$ cat config.mk
export PLATFORM = sky130hd
export DESIGN_NAME = rr_arbiter_8
export DESIGN_NICKNAME = d
export VERILOG_FILES = /design/src/rtl/rr_arbiter_8.sv
export SDC_FILE = /design/constraint.sdc
export NUM_CORES = 1
export LEC_CHECK = 0
export CORE_UTILIZATION = 54
export DETAILED_ROUTE_END_ITERATION = 12
export PLACE_DENSITY = 0.86
export SLEW_MARGIN = 5
export SYNTH_ARGS = -nofsm -noshare
export SYNTH_HDL_FRONTEND = slang
export SYNTH_SLANG_ARGS = --single-unit
$ cat constraint.sdc
create_clock -name clk -period 4.07 [get_ports clk]
set_input_delay 0.407 -clock clk [delete_from_list [all_inputs] [get_ports clk]]
set_output_delay 0.407 -clock clk [all_outputs]
set_load 0.02 [all_outputs]
$ cat src/rtl/rr_arbiter_8.sv
// rr_arbiter_8 - round-robin arbiter for 8 requesters with a req/release handshake.
// The grant, index and valid outputs are registered, so arbitration takes one cycle.
// The search pointer starts just past the most recent winner.
// Optional build macro RR_TIMEOUT_EN: an owner that has held the grant for
// MAX_HOLD cycles is pre-empted if another requester is waiting.
// Without the macro the hold counter does not exist and MAX_HOLD only goes
// through the parameter sanity check.
module rr_arbiter_8 #(
   parameter int MAX_HOLD = 16,
   parameter int CNT_W    = 8
) (
   input  logic       clk,
   input  logic       rst,
   input  logic       en,
   input  logic [7:0] req,
   output logic [7:0] gnt,
   output logic [2:0] gnt_idx,
   output logic       gnt_valid
);

   typedef enum logic {
      IDLE  = 1'b0,
      GRANT = 1'b1
   } state_t;

   state_t     state_reg;
   logic [2:0] ptr_reg;
   logic [7:0] gnt_reg;
   logic [2:0] gnt_idx_reg;
   logic       gnt_valid_reg;

   // Candidates are every requester except the current owner.
   // When idle gnt_reg is zero, so every request is a candidate.
   logic [7:0] cand;
   logic [7:0] rot;
   logic [2:0] off;
   logic [2:0] sel_idx;
   logic [7:0] sel_onehot;
   logic       any_cand;
   logic       owner_req;
   logic       release_now;
   logic       timeout_hit;
   logic       take;

   // Reject parameter combinations the hold counter cannot represent.
   generate
      if (MAX_HOLD < 2 || MAX_HOLD > 255 || (64'd1 << CNT_W) <= 64'(MAX_HOLD)) begin : g_param_err
         $error("rr_arbiter_8: MAX_HOLD must be 2..255 and below 2**CNT_W");
      end
   endgenerate

   assign cand      = req & ~gnt_reg;
   assign any_cand  = |cand;
   // The owner is the single set bit of gnt_reg, so this is req[gnt_idx] without indexing.
   assign owner_req = |(req & gnt_reg);

   // Rotate the candidates so that bit 0 is the requester at ptr.
   // A fixed low-to-high priority search then implements the circular scan.
   generate
      for (genvar gi = 0; gi < 8; gi++) begin : g_rot
         logic [2:0] src;
         assign src     = ptr_reg + 3'(gi);
         assign rot[gi] = cand[src];
      end
   endgenerate

   // Find the lowest set bit of the rotated vector; its offset is counted from ptr.
   always_comb begin
      off = 3'd0;
      for (int k = 7; k >= 0; k--) begin
         if (rot[k]) begin
            off = 3'(k);
         end
      end
   end

   assign sel_idx = ptr_reg + off;

   // Decode the 3-bit index into the one-hot grant vector.
   generate
      for (genvar gi = 0; gi < 8; gi++) begin : g_dec
         assign sel_onehot[gi] = (sel_idx == 3'(gi));
      end
   endgenerate

`ifdef RR_TIMEOUT_EN
   localparam logic [CNT_W-1:0] HOLD_LAST = CNT_W'(MAX_HOLD - 1);

   logic [CNT_W-1:0] hold_cnt_reg;

   // The owner is still requesting and has used up its hold budget.
   always_comb begin
      timeout_hit = (state_reg == GRANT) && owner_req && (hold_cnt_reg == HOLD_LAST);
   end
`else
   // No pre-emption: only a release can end an ownership.
   always_comb begin
      timeout_hit = 1'b0;
   end
`endif

   // Decide whether this edge hands the resource to a new owner.
   // A handoff happens when idle, when the owner releases, or when the owner times out,
   // and it needs en=1 and a waiting candidate.
   always_comb begin
      release_now = (state_reg == GRANT) && !owner_req;
      take        = en && any_cand && ((state_reg == IDLE) || release_now || timeout_hit);
   end

   // Ownership FSM with registered grant outputs.
   always_ff @(posedge clk) begin
      if (rst) begin
         state_reg     <= IDLE;
         ptr_reg       <= 3'd0;
         gnt_reg       <= 8'd0;
         gnt_idx_reg   <= 3'd0;
         gnt_valid_reg <= 1'b0;
`ifdef RR_TIMEOUT_EN
         hold_cnt_reg  <= '0;
`endif
      end else if (take) begin
         state_reg     <= GRANT;
         ptr_reg       <= sel_idx + 3'd1;
         gnt_reg       <= sel_onehot;
         gnt_idx_reg   <= sel_idx;
         gnt_valid_reg <= 1'b1;
`ifdef RR_TIMEOUT_EN
         hold_cnt_reg  <= '0;
`endif
      end else if (release_now) begin
         // The owner released and there is no successor. gnt_idx keeps the last owner.
         state_reg     <= IDLE;
         gnt_reg       <= 8'd0;
         gnt_valid_reg <= 1'b0;
      end else if (state_reg == GRANT) begin
`ifdef RR_TIMEOUT_EN
         if (hold_cnt_reg != HOLD_LAST) begin
            hold_cnt_reg <= hold_cnt_reg + 1'b1;
         end
`endif
      end
   end

   assign gnt       = gnt_reg;
   assign gnt_idx   = gnt_idx_reg;
   assign gnt_valid = gnt_valid_reg;

endmodule
Word level (Yosys, flattened, before mapping)

Cells that the tools add are included.
Widths: inputs -> output; s select.

Add/subtract/negate cells: 9
Magnitude comparators: 8
Equal/unequal tests: 7
Muxes and demuxes: 28
Bitwise operators: 4
Reduce and logical (&&, ||, !) cells: 9

Operators with widths:

| operator            | number |
|---|---|
| $lt 3x4->1 const B  | 8 |
| $bmux 1 s3          | 8 |
| $mux 3              | 8 |
| $and 8x8->8         | 2 |
| $mux 8              | 2 |
| $reduce_or 8->1     | 2 |
| $add 3x3->3 const B | 4 |
| $eq 3x3->1 const B  | 4 |
| $mux 1              | 10 |
| $not 8->8           | 1 |
| $add 3x1->3 const B | 2 |
| $add 3x2->3 const B | 2 |
| $eq 3x2->1 const B  | 2 |
| $add 3x3->3         | 1 |
| $eq 3x1->1 const B  | 1 |
| $logic_and 1x1->1   | 3 |
| $logic_not 3->1     | 1 |
| $reduce_bool 2->1   | 1 |
| $logic_not 1->1     | 1 |
| $logic_or 1x1->1    | 1 |
| $not 1->1           | 1 |

Flip-flop bits (word level): 15
Bits of input ports: 11
Output and inout port bits: 12

Longest topological paths before layout

Gate-level depths: netlist of the first run.

Depth in word-level cells: 15
Gate-level depth with buffers: 17

Worst setup path before layout of the first run

Ideal clock, no wire load.

Kind: register -> register
From: register ptr_reg[0]
To: register ptr_reg[2]
Library setup time: 0.132 ns
Data arrival time: 3.422 ns
Slack: 0.516 ns
Cell stages (with the launch flop): 18
Period minus slack after synthesis: 3.554 ns
Cells stage by stage: dfxtp_1 buf_6 inv_6 ha_1 xnor2_1 mux4_2 o21ai_0 a21boi_0 o22ai_1 ha_1 inv_1 fa_1 xor2_1 nand3_4 nand2_1 ha_1 nand2_1 a21oi_1

Word-level cells in the longest chain between the ends: 13

Ends and longest elaborated chain:

| element                      | RTL line | RTL |
|---|---|---|
| from (decl)                  | 27       | `logic [2:0] ptr_reg;` |
| from (signal assigned)       | 123      | `ptr_reg <= sel_idx + 3'd1;` |
| $add 3x3->3                  | 62       | `assign src = ptr_reg + 3'(gi);` |
| $bmux 1 s3                   | 63       | `assign rot[gi] = cand[src];` |
| $mux 1 (not written as such) | 63       |  |
| $mux 3 (8 in series)         | 71       | `if (rot[k]) begin` |
| $add 3x3->3 (*)              | 77       | `assign sel_idx = ptr_reg + off;` |
| $add 3x1->3 (*)              | 123      |  |

Mark *: on every way between the ends. The rest lies on a longest branch, timed or not. The select of a mux whose other input is x is not followed.
A chain may end at the register's enable or synchronous reset.

Final worst setup path of the first run

From: register ptr_reg[1]
To: register ptr_reg[2]

Same word-level chain as after synthesis.

==> flow_summary.json, run 1 <==
{
  "ios": 23,
  "busiest_layer": "met2",
  "instances_no_fill": 205,
  "worstPathMaxFanout": 5,
  "ys_types": 45,
  "gp_congestion": 0.919,
  "synth_async_sr_flop_share": 0,
  "clk_path_buf_depth": 2,
  "place_inst": 201,
  "critPathBufInv": 2,
  "nets": 196,
  "ant_nets": 0,
  "irDropWorstVdd_mv": 0.571,
  "fin_skew_ns": 0.00468,
  "hp-class": "reg2reg",
  "finalSetupViolCount": 0,
  "cts_sinks": 15,
  "drive_gt1_frac": 0.160,
  "ys.flop_type": "dfxtp_1",
  "synth_cells": 152,
  "grt_start_max_net_pins": 23,
  "clkLatencyLatePin_ns": 0.30,
  "initialDrtViolationCount": 39,
  "synth_area_um2": 1450,
  "relSlewSlack": 0.486,
  "cts-root-buf": "clkbuf_4",
  "hold_viol": 0,
  "grt_antenna_before_repair": 0,
  "antenna_cells": 0,
  "period_share": 0.939,
  "initial_core_util": 0.581,
  "synth_edf_count": 0,
  "criticalPathCategory": "reg2reg",
  "finalWirelength_um": 3600,
  "postCtsHoldBufs": 0,
  "finalSetupTns_ns": 0,
  "die_area_um2": 2900,
  "vias": 1321,
  "nFillCells": 181,
  "worst_pin_slew_ns": 0.768,
  "ctsHtreeMaxLevel": 1,
  "fin_crit_ns": 3.82,
  "grt_util_met2": 0.490,
  "die_w_um": 53.9,
  "crit_top_cell": "ha_1",
  "use_met3": 0.0367,
  "ys_seq_area_frac": 0.207,
  "drv_slew": 0,
  "cts_buffers": 3,
  "grt_pass1_wl_um": 5530,
  "power.density_nw_per_um2": 821,
  "status": "finished, final reports clean",
  "fmax_mhz": 262,
  "crit_chain": "inv_1 > ha_1 > xnor2_1 > mux4_2 > o21ai_0 > a21boi_0 > o22ai_1 > ha_1 > inv_1 > fa_1 > xor2_2 > nand3_4 > nand2_1 > ha_1 > nand2_1 > a21oi_1",
  "cap_violations": 0,
  "max_stage_delay_ns": 0.61,
  "yosysWarnings": 0,
  "via_per_inst": 6.44,
  "cpLargestDelayFamily": "adder cells",
  "leakage_nw": 0.658,
  "dp_hpwl_um": 2810,
  "rows": 18,
  "die-height_um": 53.9,
  "ys_ff_latch": 15,
  "first_global_vias": 1253,
  "port_buffers": 22,
  "worstPathArrival_ns": 3.98,
  "firstDrtPassIters": 4,
  "areaGrowthSynthToFinish_pct": 20.7,
  "wl_per_cell_um": 17.6,
  "fin_util": 0.701,
  "largest_reg_flops": 8,
  "rsz0062_at_grt": "no",
  "clkTransAtPathRegs_ns": 0.08,
  "power.total_mw": 1.44,
  "cts_tree": "done",
  "slowest_stage": "mux4_2",
  "end_kind": "flop",
  "grtUsageMet1": 0.317,
  "critPathLaunchType": "flop",
  "synth_nets": 172,
  "grt_use_total": 0.277,
  "grt-ovfl-total": 0,
  "syn_area_per_cell_um2": 9.56,
  "core_um2": 2500,
  "required_ns": 4.22,
  "drc_errors": 0,
  "fin_hold_ws_ns": 0.460
}
-- metrics by stage --
stage	setup WS (ns)	area (um2)
after floorplan	0.516	1450
after global placement	0.238	1700
after detailed placement	0.107	1700
after CTS	0.208	1730
after global routing	0.00964	1750
final	0.248	1750
-- repair_timing --
item / 4_1_cts / 5_1_grt
gates resized for setup: 0 / 4
setup buffers: 0 / 0
endpoints found under the setup margin: 0 / 3
-- logic make-up (layout without fill, tap and decap cells) --
logic type,Yosys count,after routing,synth area share
AND/OR/NAND/NOR,64,64,0.293
buffers and inverters,11,34,0.0379
multiplexers,20,20,0.211
AO/OA/AOI/OAI,29,29,0.145
flip-flops,15,15,0.207
XOR/XNOR,4,4,0.0241
adder cells (fa/ha/maj),9,9,0.0827
-- routing by layer --
metal	share of wire	up-vias
met5	0	-
met4	0.026	0
met3	0.057	10
met2	0.50	42
met1	0.41	642
li1	-	627
-- placed cells by master (no fill, tap or decap), types with 2 or more instances in the layout --
master | netlist | routed
mux4_2 | 8 | 8
dfxtp_1 | 15 | 15
nand2b_1 | 10 | 10
nand3_1 | 12 | 12
nor4b_1 | 6 | 4
a211oi_1 | 3 | 3
a21oi_1 | 3 | 3
a22o_1 | 4 | 4
o21ai_0 | 7 | 7
clkdlybuf4s50_1 | 0 | 22
clkbuf_4 | 0 | 3
buf_4 | 0 | 2
nand2_1 | 6 | 6
nor2_1 | 5 | 5
mux2i_1 | 10 | 10
o21ai_1 | 2 | 2
nand3b_1 | 6 | 6
nand4_1 | 2 | 2
nor4b_2 | 0 | 2
inv_1 | 5 | 5
nor2b_1 | 9 | 9
ha_1 | 8 | 8
-- layout make-up --
class | count | area, um2 | area share
Timing Repair Buffer | 24 | 235 | 0.134
Multi-Input combinational cell | 126 | 1120 | 0.642
Clock inverter | 1 | 5.00 | 0.00286
Clock buffer | 3 | 22.5 | 0.0128
Sequential cell | 15 | 300 | 0.171
Inverter | 6 | 27.5 | 0.0157
Tap cell | 30 | 37.5 | 0.0214
-- synthesized netlist by cell type (all sizes together) (4+ instances only) --
master | n | area (um2)
a22o | 4 | 35.0
nand3 | 13 | 77.6
nor2 | 5 | 18.8
nand3b | 6 | 45.0
nor4b | 6 | 52.6
inv | 6 | 27.5
o21ai | 10 | 53.8
nor2b | 9 | 56.3
nand2b | 10 | 62.6
dfxtp | 15 | 300
ha | 8 | 100
mux4 | 8 | 180
nand2 | 6 | 22.5
mux2i | 10 | 100
-- tightest hold or removal path, stage by stage (launching register included) --
cell and delay, ns:
dfxtp_1 0.32, nand2_1 0.05, a21oi_1 0.05
-- report_power, final --
part	switching (mW)	internal (mW)
logic	0.580	0.526
clock network	0.0492	0.0367
registers	0.0554	0.193
total	0.685	0.755
-- worst paths after layout --
path	slack, ns	cells past startpoint	start	to
max	0.25	16	ptr_reg[1]	ptr_reg[2]
min	0.46	2	gnt_idx[0]	gnt_idx[0]
max reg2reg	0.25	16	ptr_reg[1]	ptr_reg[2]
min reg2reg	0.46	2	gnt_idx[0]	gnt_idx[0]
(Power assumes the default switching activity.)
==> run 2, diff against run 1 <==
- HOLD_SLACK_MARGIN: not set -> 0.06
- TNS_END_PERCENT: not set -> 50
==> results of run 2 <==
No change in the layout: final DEF, timing and power equal those of run 1.
==> run 3, diff against run 2 <==
- CELL_PAD_IN_SITES_DETAIL_PLACEMENT: not set -> 1
- CELL_PAD_IN_SITES_GLOBAL_PLACEMENT: not set -> 2
- CORE_UTILIZATION: 54 -> 33
- PLACE_DENSITY: 0.86 -> 0.85
==> run 3 against run 2 <==
Net effect: total power up 5.8%; via count up 0.23%; clock power up 42%; count of clock-buffer cells in the layout up 1; setup slack better by 0.041 ns; utilization down 26 points; largest cell class unchanged; largest power group unchanged; highest routed layer unchanged.
==> flow_summary.json, run 3 (synthesized netlist as in run 1, its figures left out) <==
{
  "status": "finished, final reports clean",
  "dp_slack_ns": 0.00697,
  "rsz0062_at_grt": "no",
  "postLayoutSetupSlackWorst_ns": 0.288,
  "grt_util_met2": 0.391,
  "busiest_layer": "met2",
  "ant_nets": 0,
  "grt_antenna_before_repair": 0,
  "initialDrtViolationCount": 63,
  "layout_common_cells": "clkdlybuf4s50_1, dfxtp_1, nand3_1, nand2b_1, mux2i_1",
  "gp_congestion": 0.809,
  "drc_errors": 0,
  "critPathBufInv": 3,
  "relSlewSlack": 0.497,
  "slowest_stage": "mux4_2",
  "wl_per_cell_um": 19.3,
  "irDropWorstVdd_mv": 0.284,
  "cpLargestDelayFamily": "adder cells",
  "cts-root-buf": "clkbuf_8",
  "clk_path_buf_depth": 2,
  "vias": 1324,
  "port_buffers": 22,
  "via_per_inst": 5.83,
  "grt-ovfl-total": 0,
  "grt_pass1_wl_um": 6980,
  "areaGrowthSynthToFinish_pct": 23.8,
  "clkTransAtPathRegs_ns": 0.06,
  "largest_reg_flops": 8,
  "criticalPathCategory": "in2reg",
  "die-height_um": 68.3,
  "power.density_nw_per_um2": 848,
  "critPathLaunchType": "input port",
  "ctsHtreeMaxLevel": 1,
  "hold_end": "gnt_idx[0]",
  "finalWirelength_um": 4380,
  "rows": 23,
  "postCtsHoldBufs": 0,
  "end_kind": "flop",
  "die_area_um2": 4670,
  "initial_core_util": 0.353,
  "reg2reg_to": "gnt[6]",
  "hp-class": "reg2reg",
  "worstPathArrival_ns": 3.97,
  "cap_violations": 0,
  "final_common_cell": "clkdlybuf4s50_1",
  "required_ns": 4.25,
  "worst_pin_slew_ns": 0.753,
  "die_w_um": 68.3,
  "r2r_start": "ptr_reg[0]",
  "fin_crit_ns": 3.78,
  "min_from": "gnt_idx[0]",
  "dp_hpwl_um": 3580,
  "grt_start_max_net_pins": 23,
  "cts_tree": "done",
  "drive_gt1_frac": 0.153,
  "fmax_mhz": 264,
  "cts_setup_buffers": 0,
  "hold-path-cell-count": 2,
  "rrSetupSlack_ns": 0.29,
  "nFillCells": 478,
  "core_um2": 4120,
  "worstPathMaxFanout": 4,
  "first_global_vias": 1468,
  "grt_use_total": 0.205,
  "crit_chain": "clkdlybuf4s50_1 > nor2b_1 > mux2i_1 > mux4_2 > o21ai_0 > a21boi_0 > o22ai_1 > ha_1 > inv_1 > fa_1 > inv_1 > ha_1 > nor4b_1 > o21ai_0 > nand3_1",
  "rr_worst_depth": 15,
  "period_share": 0.929,
  "postCtsResizedCells": 0,
  "finalSetupTns_ns": 0,
  "finalSetupViolCount": 0,
  "firstDrtPassIters": 4,
  "leakage_nw": 0.672,
  "antenna_cells": 0,
  "max_stage_delay_ns": 0.55,
  "cts_sinks": 15,
  "hold_viol": 0,
  "grtUsageMet1": 0.245,
  "ios": 23,
  "nets": 198,
  "drv_slew": 0,
  "use_met3": 0.0150,
  "cts_buffers": 3,
  "clkLatencyLatePin_ns": 0.24,
  "fin_skew_ns": 0.00129
}
run 3: cell types whose count changed in the layout (fill, tap and decap cells not counted), sizes merged:
| cell | before | now |
|---|---|---|
| clkbuf | 3 | 4 |
| clkinv | 1 | 0 |
| buf | 2 | 4 |
run 3: worst max path at each step:
stage                     slack, ns  startpoint  depth (start not counted)          to
final                          0.29      req[1]                         15      gnt[6]
after global routing           0.02  ptr_reg[1]                         14      gnt[1]
after CTS                      0.23  ptr_reg[0]                         16  ptr_reg[2]
after detailed placement      0.007      req[2]                         16  ptr_reg[2]
after global placement         0.16      req[0]                         14      gnt[4]
after floorplan                0.52  ptr_reg[0]                         17  ptr_reg[2]
run 3: where the power goes:
part	internal [mW]	leakage, nW	total [mW]	switching, mW
combinational	0.540	0.526	1.16	0.615
sequential	0.193	0.123	0.246	0.0534
clock	0.0693	0.0228	0.122	0.0528
run 3: final cells by class:
type                       instances  area (um2)  area share
multi-input combinational        126        1110       0.619
sequential                        15         300       0.167
timing repair buffer              26         250       0.139
tap                               50        62.6      0.0348
clock buffer                       4        45.0      0.0251
inverter                           6        27.5      0.0153
run 3: per-layer routing:
| layer | share of wire | wire (um) |
|---|---|---|
| met3 | 0.016 | 69 |
| met2 | 0.54 | 2370 |
| met1 | 0.44 | 1920 |
| met5 | 0 | 0 |
| met4 | 0.0057 | 25 |
run 3: tightest hold or removal path: stages, from the launching register on:
cell and delay, ns:
dfxtp_1 0.31, nand2_1 0.05, a21oi_1 0.06
run 3: stage by stage:
stage | power, mW | hold WS, ns | util | instance area, um2 | cells
floorplan | 1.06 | 0.526 | - | 1450 | 152
global placement | 1.33 | 0.448 | 0.422 | 1740 | 223
detailed placement | 1.38 | 0.463 | 0.422 | 1740 | 223
CTS | 1.51 | 0.475 | 0.433 | 1780 | 227
global route | 1.65 | 0.498 | 0.437 | 1800 | 227
finish | 1.52 | 0.470 | 0.437 | 1800 | 227
